<file path="src/rtl/mem_recall_if.sv">
// Write-strobe, recalled-value handshake and occupancy signals of mem_recall.
// master drives writes and out_ready; slave is the history buffer.
interface mem_recall_if #(
  parameter int unsigned DEPTH = 4,
  parameter int unsigned WIDTH = 9
);
  localparam int unsigned CntW = $clog2(DEPTH) + 1;

  logic             wr_en;
  logic [WIDTH-1:0] wr_data;
  logic             out_ready;
  logic [WIDTH-1:0] out_data;
  logic             out_valid;
  logic [CntW-1:0]  count;
  logic             empty;

  modport master (
    output wr_en, wr_data, out_ready,
    input  out_data, out_valid, count, empty
  );

  modport slave (
    input  wr_en, wr_data, out_ready,
    output out_data, out_valid, count, empty
  );
endinterface

</file>
<file path="src/rtl/mem_recall.sv">
// Circular result history with button-driven backward recall onto a valid/ready output.
// Optional RECALL_CLEAR_EN adds a synchronous clr input that empties the history.
module mem_recall #(
  parameter int unsigned DEPTH = 4,
  parameter int unsigned WIDTH = 9
) (
  input  logic         clk,
  input  logic         rst,
  input  logic         rec_btn,
`ifdef RECALL_CLEAR_EN
  input  logic         clr,
`endif
  mem_recall_if.slave  bus
);
  localparam int unsigned PtrW = $clog2(DEPTH);
  localparam int unsigned CntW = PtrW + 1;

  typedef enum logic [1:0] {StIdle, StFetch, StPresent} state_e;

  state_e           state_q, state_d;
  logic [PtrW-1:0]  wr_ptr_q, wr_ptr_d;
  logic [PtrW-1:0]  offset_q, offset_d;
  logic [CntW-1:0]  count_q, count_d;
  logic [WIDTH-1:0] out_data_q, out_data_d;
  logic [2:0]       sync_q;
  logic [WIDTH-1:0] mem_q [DEPTH];
  logic [PtrW-1:0]  rd_idx;
  logic             rec_pulse;
  logic             clr_s;

`ifdef RECALL_CLEAR_EN
  assign clr_s = clr;
`else
  assign clr_s = 1'b0;
`endif

  // sync_q[1:0] is the metastability pair; sync_q[2] delays for edge detection
  assign rec_pulse = sync_q[1] & ~sync_q[2];
  assign rd_idx    = wr_ptr_q - PtrW'(1) - offset_q;

  always_ff @(posedge clk or posedge rst) begin
    if (rst) begin
      state_q <= StIdle;
    end else begin
      state_q <= state_d;
    end
  end

  // A write in the same idle cycle as the pulse makes the buffer non-empty in time
  always_comb begin
    state_d = state_q;
    unique case (state_q)
      StIdle:    if (rec_pulse && (count_q != '0 || bus.wr_en)) state_d = StFetch;
      StFetch:   state_d = StPresent;
      StPresent: if (bus.out_ready) state_d = StIdle;
      default:   state_d = StIdle;
    endcase
    if (clr_s) state_d = StIdle;
  end

  always_comb begin
    bus.out_valid = (state_q == StPresent);
  end

  assign bus.out_data = out_data_q;
  assign bus.count    = count_q;
  assign bus.empty    = (count_q == '0);

  // Writes override the fetch's offset advance; clr overrides everything
  always_comb begin
    wr_ptr_d   = wr_ptr_q;
    offset_d   = offset_q;
    count_d    = count_q;
    out_data_d = out_data_q;
    if (state_q == StFetch) begin
      out_data_d = mem_q[rd_idx];
      offset_d   = (CntW'(offset_q) + CntW'(1) == count_q) ? '0 : offset_q + PtrW'(1);
    end
    if (bus.wr_en) begin
      wr_ptr_d = wr_ptr_q + PtrW'(1);
      offset_d = '0;
      if (count_q != CntW'(DEPTH)) count_d = count_q + CntW'(1);
    end
    if (clr_s) begin
      wr_ptr_d = '0;
      offset_d = '0;
      count_d  = '0;
    end
  end

  always_ff @(posedge clk or posedge rst) begin
    if (rst) begin
      wr_ptr_q   <= '0;
      offset_q   <= '0;
      count_q    <= '0;
      out_data_q <= '0;
      sync_q     <= '0;
    end else begin
      wr_ptr_q   <= wr_ptr_d;
      offset_q   <= offset_d;
      count_q    <= count_d;
      out_data_q <= out_data_d;
      sync_q     <= {sync_q[1:0], rec_btn};
    end
  end

  always_ff @(posedge clk) begin
    if (bus.wr_en && !clr_s) mem_q[wr_ptr_q] <= bus.wr_data;
  end

endmodule

</file>
<file path="src/flat_wrapper.sv">
// flat-port wrapper written by rule: the top's interface ports become plain ports
module mem_recall_flat 
#(
  parameter int unsigned DEPTH = 4,
  parameter int unsigned WIDTH = 9
)
  (clk, rst, rec_btn, bus_wr_en, bus_wr_data, bus_out_ready, bus_out_data, bus_out_valid, bus_count, bus_empty);
  mem_recall_if #(.DEPTH(DEPTH), .WIDTH(WIDTH)) bus_i ();
  input  logic clk;
  input  logic rst;
  input  logic rec_btn;
  input wire logic [$bits(bus_i.wr_en)-1:0] bus_wr_en;
  input wire logic [$bits(bus_i.wr_data)-1:0] bus_wr_data;
  input wire logic [$bits(bus_i.out_ready)-1:0] bus_out_ready;
  output wire logic [$bits(bus_i.out_data)-1:0] bus_out_data;
  output wire logic [$bits(bus_i.out_valid)-1:0] bus_out_valid;
  output wire logic [$bits(bus_i.count)-1:0] bus_count;
  output wire logic [$bits(bus_i.empty)-1:0] bus_empty;
  assign bus_i.wr_en = bus_wr_en;
  assign bus_i.wr_data = bus_wr_data;
  assign bus_i.out_ready = bus_out_ready;
  assign bus_out_data = bus_i.out_data;
  assign bus_out_valid = bus_i.out_valid;
  assign bus_count = bus_i.count;
  assign bus_empty = bus_i.empty;
  mem_recall #(.DEPTH(DEPTH), .WIDTH(WIDTH)) u_core (.clk(clk), .rst(rst), .rec_btn(rec_btn), .bus(bus_i));
endmodule
</file>
<file path="config.mk">
export PLATFORM = sky130hd
export DESIGN_NAME = mem_recall_flat
export DESIGN_NICKNAME = d
export VERILOG_FILES = /design/src/rtl/mem_recall_if.sv /design/src/rtl/mem_recall.sv /design/src/flat_wrapper.sv
export SDC_FILE = /design/constraint.sdc
export NUM_CORES = 1
export LEC_CHECK = 0
export ABC_AREA = 0
export ABC_CLOCK_PERIOD_IN_PS = 1800
export CORE_MARGIN = 5
export CORE_UTILIZATION = 49
export CTS_CLUSTER_SIZE = 10
export DETAILED_ROUTE_END_ITERATION = 10
export HOLD_SLACK_MARGIN = 0.06
export PLACE_DENSITY = 0.74
export SETUP_SLACK_MARGIN = 0.5
export SLEW_MARGIN = 20
export SYNTH_ARGS = -nofsm -noshare
export SYNTH_HDL_FRONTEND = slang
export SYNTH_SLANG_ARGS = --single-unit
</file>
<file path="constraint.sdc">
create_clock -name clk -period 1.8 [get_ports clk]
set_input_delay 0.36 -clock clk [delete_from_list [all_inputs] [get_ports clk]]
set_output_delay 0.36 -clock clk [all_outputs]
set_load 0.02 [all_outputs]
</file>
# Yosys cells after proc, flatten, opt, wreduce, memory -nomap -nowiden

Memories as Yosys holds them, arrays and structs flattened. A register that Yosys moved wholly into a read port is not among the register bits.
Cells that the tools add are included.

Word-level logic and storage cells: 36
Flip-flop bits (word level): 12
Output and inout bits: 14
Bits in writable memories: 36
Memories: 1

Memory list:

| name         | depth | width | read ports | clocked after Yosys merged registers in | wr ports | RTL line         | text |
|---|---|---|---|---|---|---|---|
| u_core.mem_q | 4     | 9     | 1          | 1                                       | 1        | mem_recall.sv:26 | `logic [WIDTH-1:0] mem_q [DEPTH];` |

Equal/unequal tests: 6
Reduce and logical (&&, ||, !) cells: 8
Bitwise gates (word level): 2
Add/subtract/negate cells: 6
Muxes and demuxes: 8

Operator list:

| kind                                             | count |
|---|---|
| 2-to-1 mux 2 bit                                 | 5 |
| case mux 2 bit (3 select lines)                  | 1 |
| adder 2 x 1 -> 2 bit, second input constant      | 2 |
| AND reduction 2 bit                              | 2 |
| adder 2 x 1 -> 3 bit, second input constant      | 1 |
| adder 3 x 1 -> 3 bit, second input constant      | 1 |
| == test 3 bit                                    | 1 |
| zero test 3 bit                                  | 1 |
| != test 3 bit, second input constant             | 1 |
| nonzero test 3 bit                               | 1 |
| == test 2 x 1 -> 1 bit, second input constant    | 1 |
| == test 2 bit, second input constant             | 1 |
| zero test 2 bit                                  | 1 |
| 2-to-1 mux 1 bit                                 | 2 |
| != test 2 x 1 -> 1 bit, second input constant    | 1 |
| != test 2 bit, second input constant             | 1 |
| nonzero test 2 bit                               | 1 |
| subtractor 2 x 1 -> 2 bit, second input constant | 1 |
| subtractor 2 bit                                 | 1 |
| AND 1 bit                                        | 1 |
| logical AND 1 bit                                | 1 |
| logical OR 1 bit                                 | 1 |
| NOT 1 bit                                        | 1 |

# Logic depth before layout (Yosys ltp)

Word-level depth: 5
Mapped depth: 7
Depth with buffers taken out: 5

# Least setup slack after synthesis

OpenSTA, ideal clock, no wires.

Kind: reg2reg
Start point: reg u_core.offset_q[0]
End point: reg u_core.out_data_q[7], in the netlist u_core.bus.out_data[7], read port of u_core.mem_q
Data arrival time: 1.726 ns
Setup slack: -0.052 ns
Stages on the path, launching flop included: 8
Data required time: 1.674 ns
Buffers on the path: 2
Period minus slack after synthesis: 1.852 ns
Cell sequence: dfrtp_1 -> inv_1 -> ha_1 -> buf_2 -> buf_2 -> mux2i_1 -> nor2_1 -> a221o_1

Cells in the longest elaborated chain, start to end: 1

RTL lines:

| element                  | RTL line          | text |
|---|---|---|
| start: declaration       | mem_recall.sv:22  | `logic [PtrW-1:0] offset_q, offset_d;` |
| start signal: assignment | mem_recall.sv:100 | `offset_q <= offset_d;` |
| subtractor 2 bit         | mem_recall.sv:39  | `assign rd_idx = wr_ptr_q - PtrW'(1) - offset_q;` |
| end: declaration         | mem_recall.sv:24  | `logic [WIDTH-1:0] out_data_q, out_data_d;` |

Every way passes these cells.
A chain may end at the register's enable or synchronous reset.

# Final worst setup path

Start point: reg u_core.offset_q[0]
End point: reg u_core.out_data_q[5], in the netlist u_core.bus.out_data[5], read port of u_core.mem_q

The elaborated chain is that of the path after synthesis.

==> summary.txt <==
Synthesis
  • Syn Area/Cell: 15.24 µm²
  • Syn Inst Count: 153
  • Synth cell types: 25
  • Mapped Area: 2332 µm²
  • Yosys warns: 0
  • Syn Nets: 175
  • Seq cells post-synth: 57
  • Seq/Total Area, Yosys: 0.6888

STA
  • Hold Vio Cnt, Final: 0
  • Final period util: 0.8967
  • Max frequency: 619.6 MHz
  • RSZ-0062 raised after global routing: true
  • Slew headroom: 0.7280
  • # setup viols final: 0
  • Clock skew: 0.01169 ns
  • Final Critical Period: 1.614 ns
  • Final Max Slew Viols: 0
  • Worst-margin pin slew: 0.4072 ns

Setup path
  • WP data arrival: 1.84 ns
  • CP Launch Type: register
  • Crit path max fanout: 3
  • CP max stage delay: 0.49 ns
  • Worst path required time: 2.02 ns
  • Reg2reg path depth: 4
  • Crit path max-delay cell type: mux4_2
  • Crit path kind: register to register
  • Crit path capture type: register
  • Crit path cell chain: inv_2 > ha_4 > mux4_2 > mux2_4

Layout
  • Nets: 231
  • Layout Utilization: 0.6824
  • Non-filler cells, final: 268
  • Antenna diode count: 0
  • Area grow syn2layout: 36.37%
  • Fillers: 312
  • Share of cells above drive strength 1: 0.3738

Detailed routing
  • Post-route DRC: 0
  • Vias after detailed routing: 1463
  • DR WL/cell: 17.38 µm
  • DRT Wirelength: 4658 µm
  • Pre-antenna DRT Iters: 4
  • Remaining antenna violation count: 0
  • Starting DRT DRC Count: 81
  • Avg Vias per Cell: 5.459

Hold path
  • Worst hold stages: 0
  • Worst Hold Class: register to register

Die
  • Die height: 78.99 µm
  • Starting density of the core: 0.5004
  • Die Area: 6239 µm²
  • Row cnt: 25
  • I/O pin count: 28
  • Die X: 78.99 µm
  • Core Area: 4661 µm²

CTS
  • Maximum clock insertion buffer count: 2
  • Hold Buf Count CTS: 0
  • H-tree Lvls: 3
  • Clock Pin Slew Worst Setup and Hold Paths: 0.07 ns
  • CTS Buf Count: 9
  • CTS sink count: 57
  • Root buf cell: clkbuf_8
  • Skew-Pair Late Insertion Delay: 0.34 ns
  • TritonCTS clock tree: done

Placed design
  • Input/output buffers: 27
  • RePlAce Congestion: 0.7157
  • DP HPWL: 2804 µm
  • DP Cell Count: 241

Global route
  • Largest net degree at the start of global routing: 28
  • Grt total ovfl: 0
  • Antenna violations before repair: 0
  • Met1 Usage GRT: 0.2076
  • Vias in the first global route: 1511
  • Met3 Usage GRT: 0.06236
  • First-pass GRT wire length: 7665 µm
  • Layer with the highest usage: met2
  • M2 GR Usage: 0.2694
  • GRT Util Overall: 0.1714

Pwr
  • P_sw: 1768 µW
  • PD cells: 1684 nW/µm²
  • Sequential power share: 0.355
  • Clk pwr share: 0.219
  • Peak VDD IR: 0.0007587 V
  • Leakage: 0.001297 µW
  • Switching Fraction: 0.3302
  • Logic gate share of total power: 0.425
  • P_int: 3588 µW

Outcome
  • Status: finished, final reports clean

Job
  • Max_cap viols: 0
[cell families (layout without fill, tap and decap cells)]
group | count (synthesis) | count (layout) | synth area share
XOR/XNOR | 6 | 6 | 0.02897
multiplexers | 18 | 18 | 0.08476
flip-flops | 57 | 57 | 0.6888
AO/OA/AOI/OAI | 19 | 19 | 0.06277
AND/OR/NAND/NOR | 30 | 30 | 0.06491
adder cells (fa/ha/maj) | 8 | 8 | 0.04292
buffers and inverters | 15 | 76 | 0.02682
[Yosys cell counts]
master	instances	area, µm²
ha_1	8	100.1
xor2_1	3	26.28
a31oi_1	1	6.260
or4b_2	1	10.01
mux4_1	1	26.28
mux2_2	1	11.26
nor2_1	8	30.03
a21oi_1	4	20.02
o311ai_0	2	17.52
buf_2	5	25.02
o21ai_0	3	15.01
clkbuf_1	2	7.510
and2_1	4	25.02
nand2b_1	2	12.51
edfxtp_1	36	1081
xnor2_1	2	17.52
dfrtp_1	21	525.5
nor2b_1	3	18.77
inv_1	8	30.03
a21boi_0	1	7.510
a221o_1	8	80.08
xnor3_2	1	23.77
mux2i_1	16	160.2
nand2_1	4	15.01
nor3_1	8	40.04
[layout by cell type, fill, tap and decap left out, types with 2 or more instances in the layout]
cell type,instances
dfrtp_1,19
buf_12,4
ha_4,3
nand2_1,4
clkinv_2,2
a21oi_1,4
nor3_1,8
clkbuf_8,10
mux2i_1,16
nor2_1,8
buf_6,9
edfxtp_1,36
o21ai_0,3
buf_2,9
buf_8,2
a221o_1,8
ha_2,3
and2_4,4
xor2_1,2
clkdlybuf4s50_1,13
nor2b_1,2
dfrtp_2,2
buf_4,14
xnor2_1,2
ha_1,2
inv_1,3
clkinvlp_4,2
inv_2,4
[area by class of cell]
cell class / instances / area [µm²] / share of cell area
clock buffers: 11 / 141.4 / 0.04445
multi-input cells: 81 / 755.7 / 0.2376
flip-flops and latches: 57 / 1609 / 0.5059
clock inverters: 5 / 55.05 / 0.01731
repair buffers: 52 / 519.2 / 0.1633
well taps: 54 / 67.56 / 0.02124
inverters: 8 / 32.53 / 0.01023
[per-layer routing]
layer,vias to the layer above,routed length (µm)
met3,9,266
met2,36,2341
met5,-,0
li1,682,-
met4,0,89
met1,736,1961
[what timing repair did]
| action | 4_1_cts | 5_1_grt |
|---|---|---|
| cloned | 1 | 0 |
| pin swaps | 10 | 8 |
| resized for setup | 84 | 19 |
| setup endpoints to repair | 49 | 58 |
| buffers inserted | 4 | 6 |
[flip-flops by register name, summed over array words and instances (netlist names)]
| register | cells |
|---|---|
| u_core.sync_q | 3 |
| u_core.state_q | 2 |
| u_core.bus.count | 3 |
| u_core.bus.out_data | 9 |
| u_core.wr_ptr_q | 2 |
| u_core.mem_q | 36 |
| u_core.offset_q | 2 |
[through the flow]
stage | TNS (ns) | area, µm² | total power, µW | hold slack, ns | setup slack, ns
2_1_floorplan | 0 | 2346 | 3063 | 0.3312 | 0.09288
3_3_place_gp | 0 | 2798 | 3752 | 0.3470 | 0.05155
3_5_place_dp | -0.01300 | 2798 | 3839 | 0.3386 | -0.01300
4_1_cts | 0 | 3077 | 5198 | 0.3565 | 0.2006
5_1_grt | 0 | 3181 | 5676 | 0.3583 | 0.1388
6_report | 0 | 3181 | 5356 | 0.3531 | 0.1860
[final timing paths]
check	start	to	slack, ns
worst max-delay path	u_core.offset_q[0]	u_core.bus.out_data[5]	0.19
worst min-delay path	u_core.sync_q[0]	u_core.sync_q[1]	0.35
worst max register to register	u_core.offset_q[0]	u_core.bus.out_data[5]	0.19
worst min register to register	u_core.sync_q[0]	u_core.sync_q[1]	0.35
max in group asynchronous	rst	u_core.bus.count[2]	1.17
min in group asynchronous	rst	u_core.sync_q[2]	0.38
[power groups by stage]
| stage | Clock [µW] | Combinational (µW) | Sequential, µW |
|---|---|---|---|
| floorplan | 0 | 1000 | 2060 |
| global placement | 0 | 1860 | 1900 |
| detailed placement | 0 | 1930 | 1910 |
| CTS | 1200 | 2110 | 1890 |
| global route | 1280 | 2460 | 1940 |
| finish | 1170 | 2280 | 1900 |
[worst max-delay path, delay by kind of cell, from the launching register on]
kind | cells | cell delay [ns]
mux | 2 | 0.75
buf+inv | 1 | 0.06
flops | 1 | 0.37
fa+ha+maj | 1 | 0.30
Power figures use the tool's default switching activity.
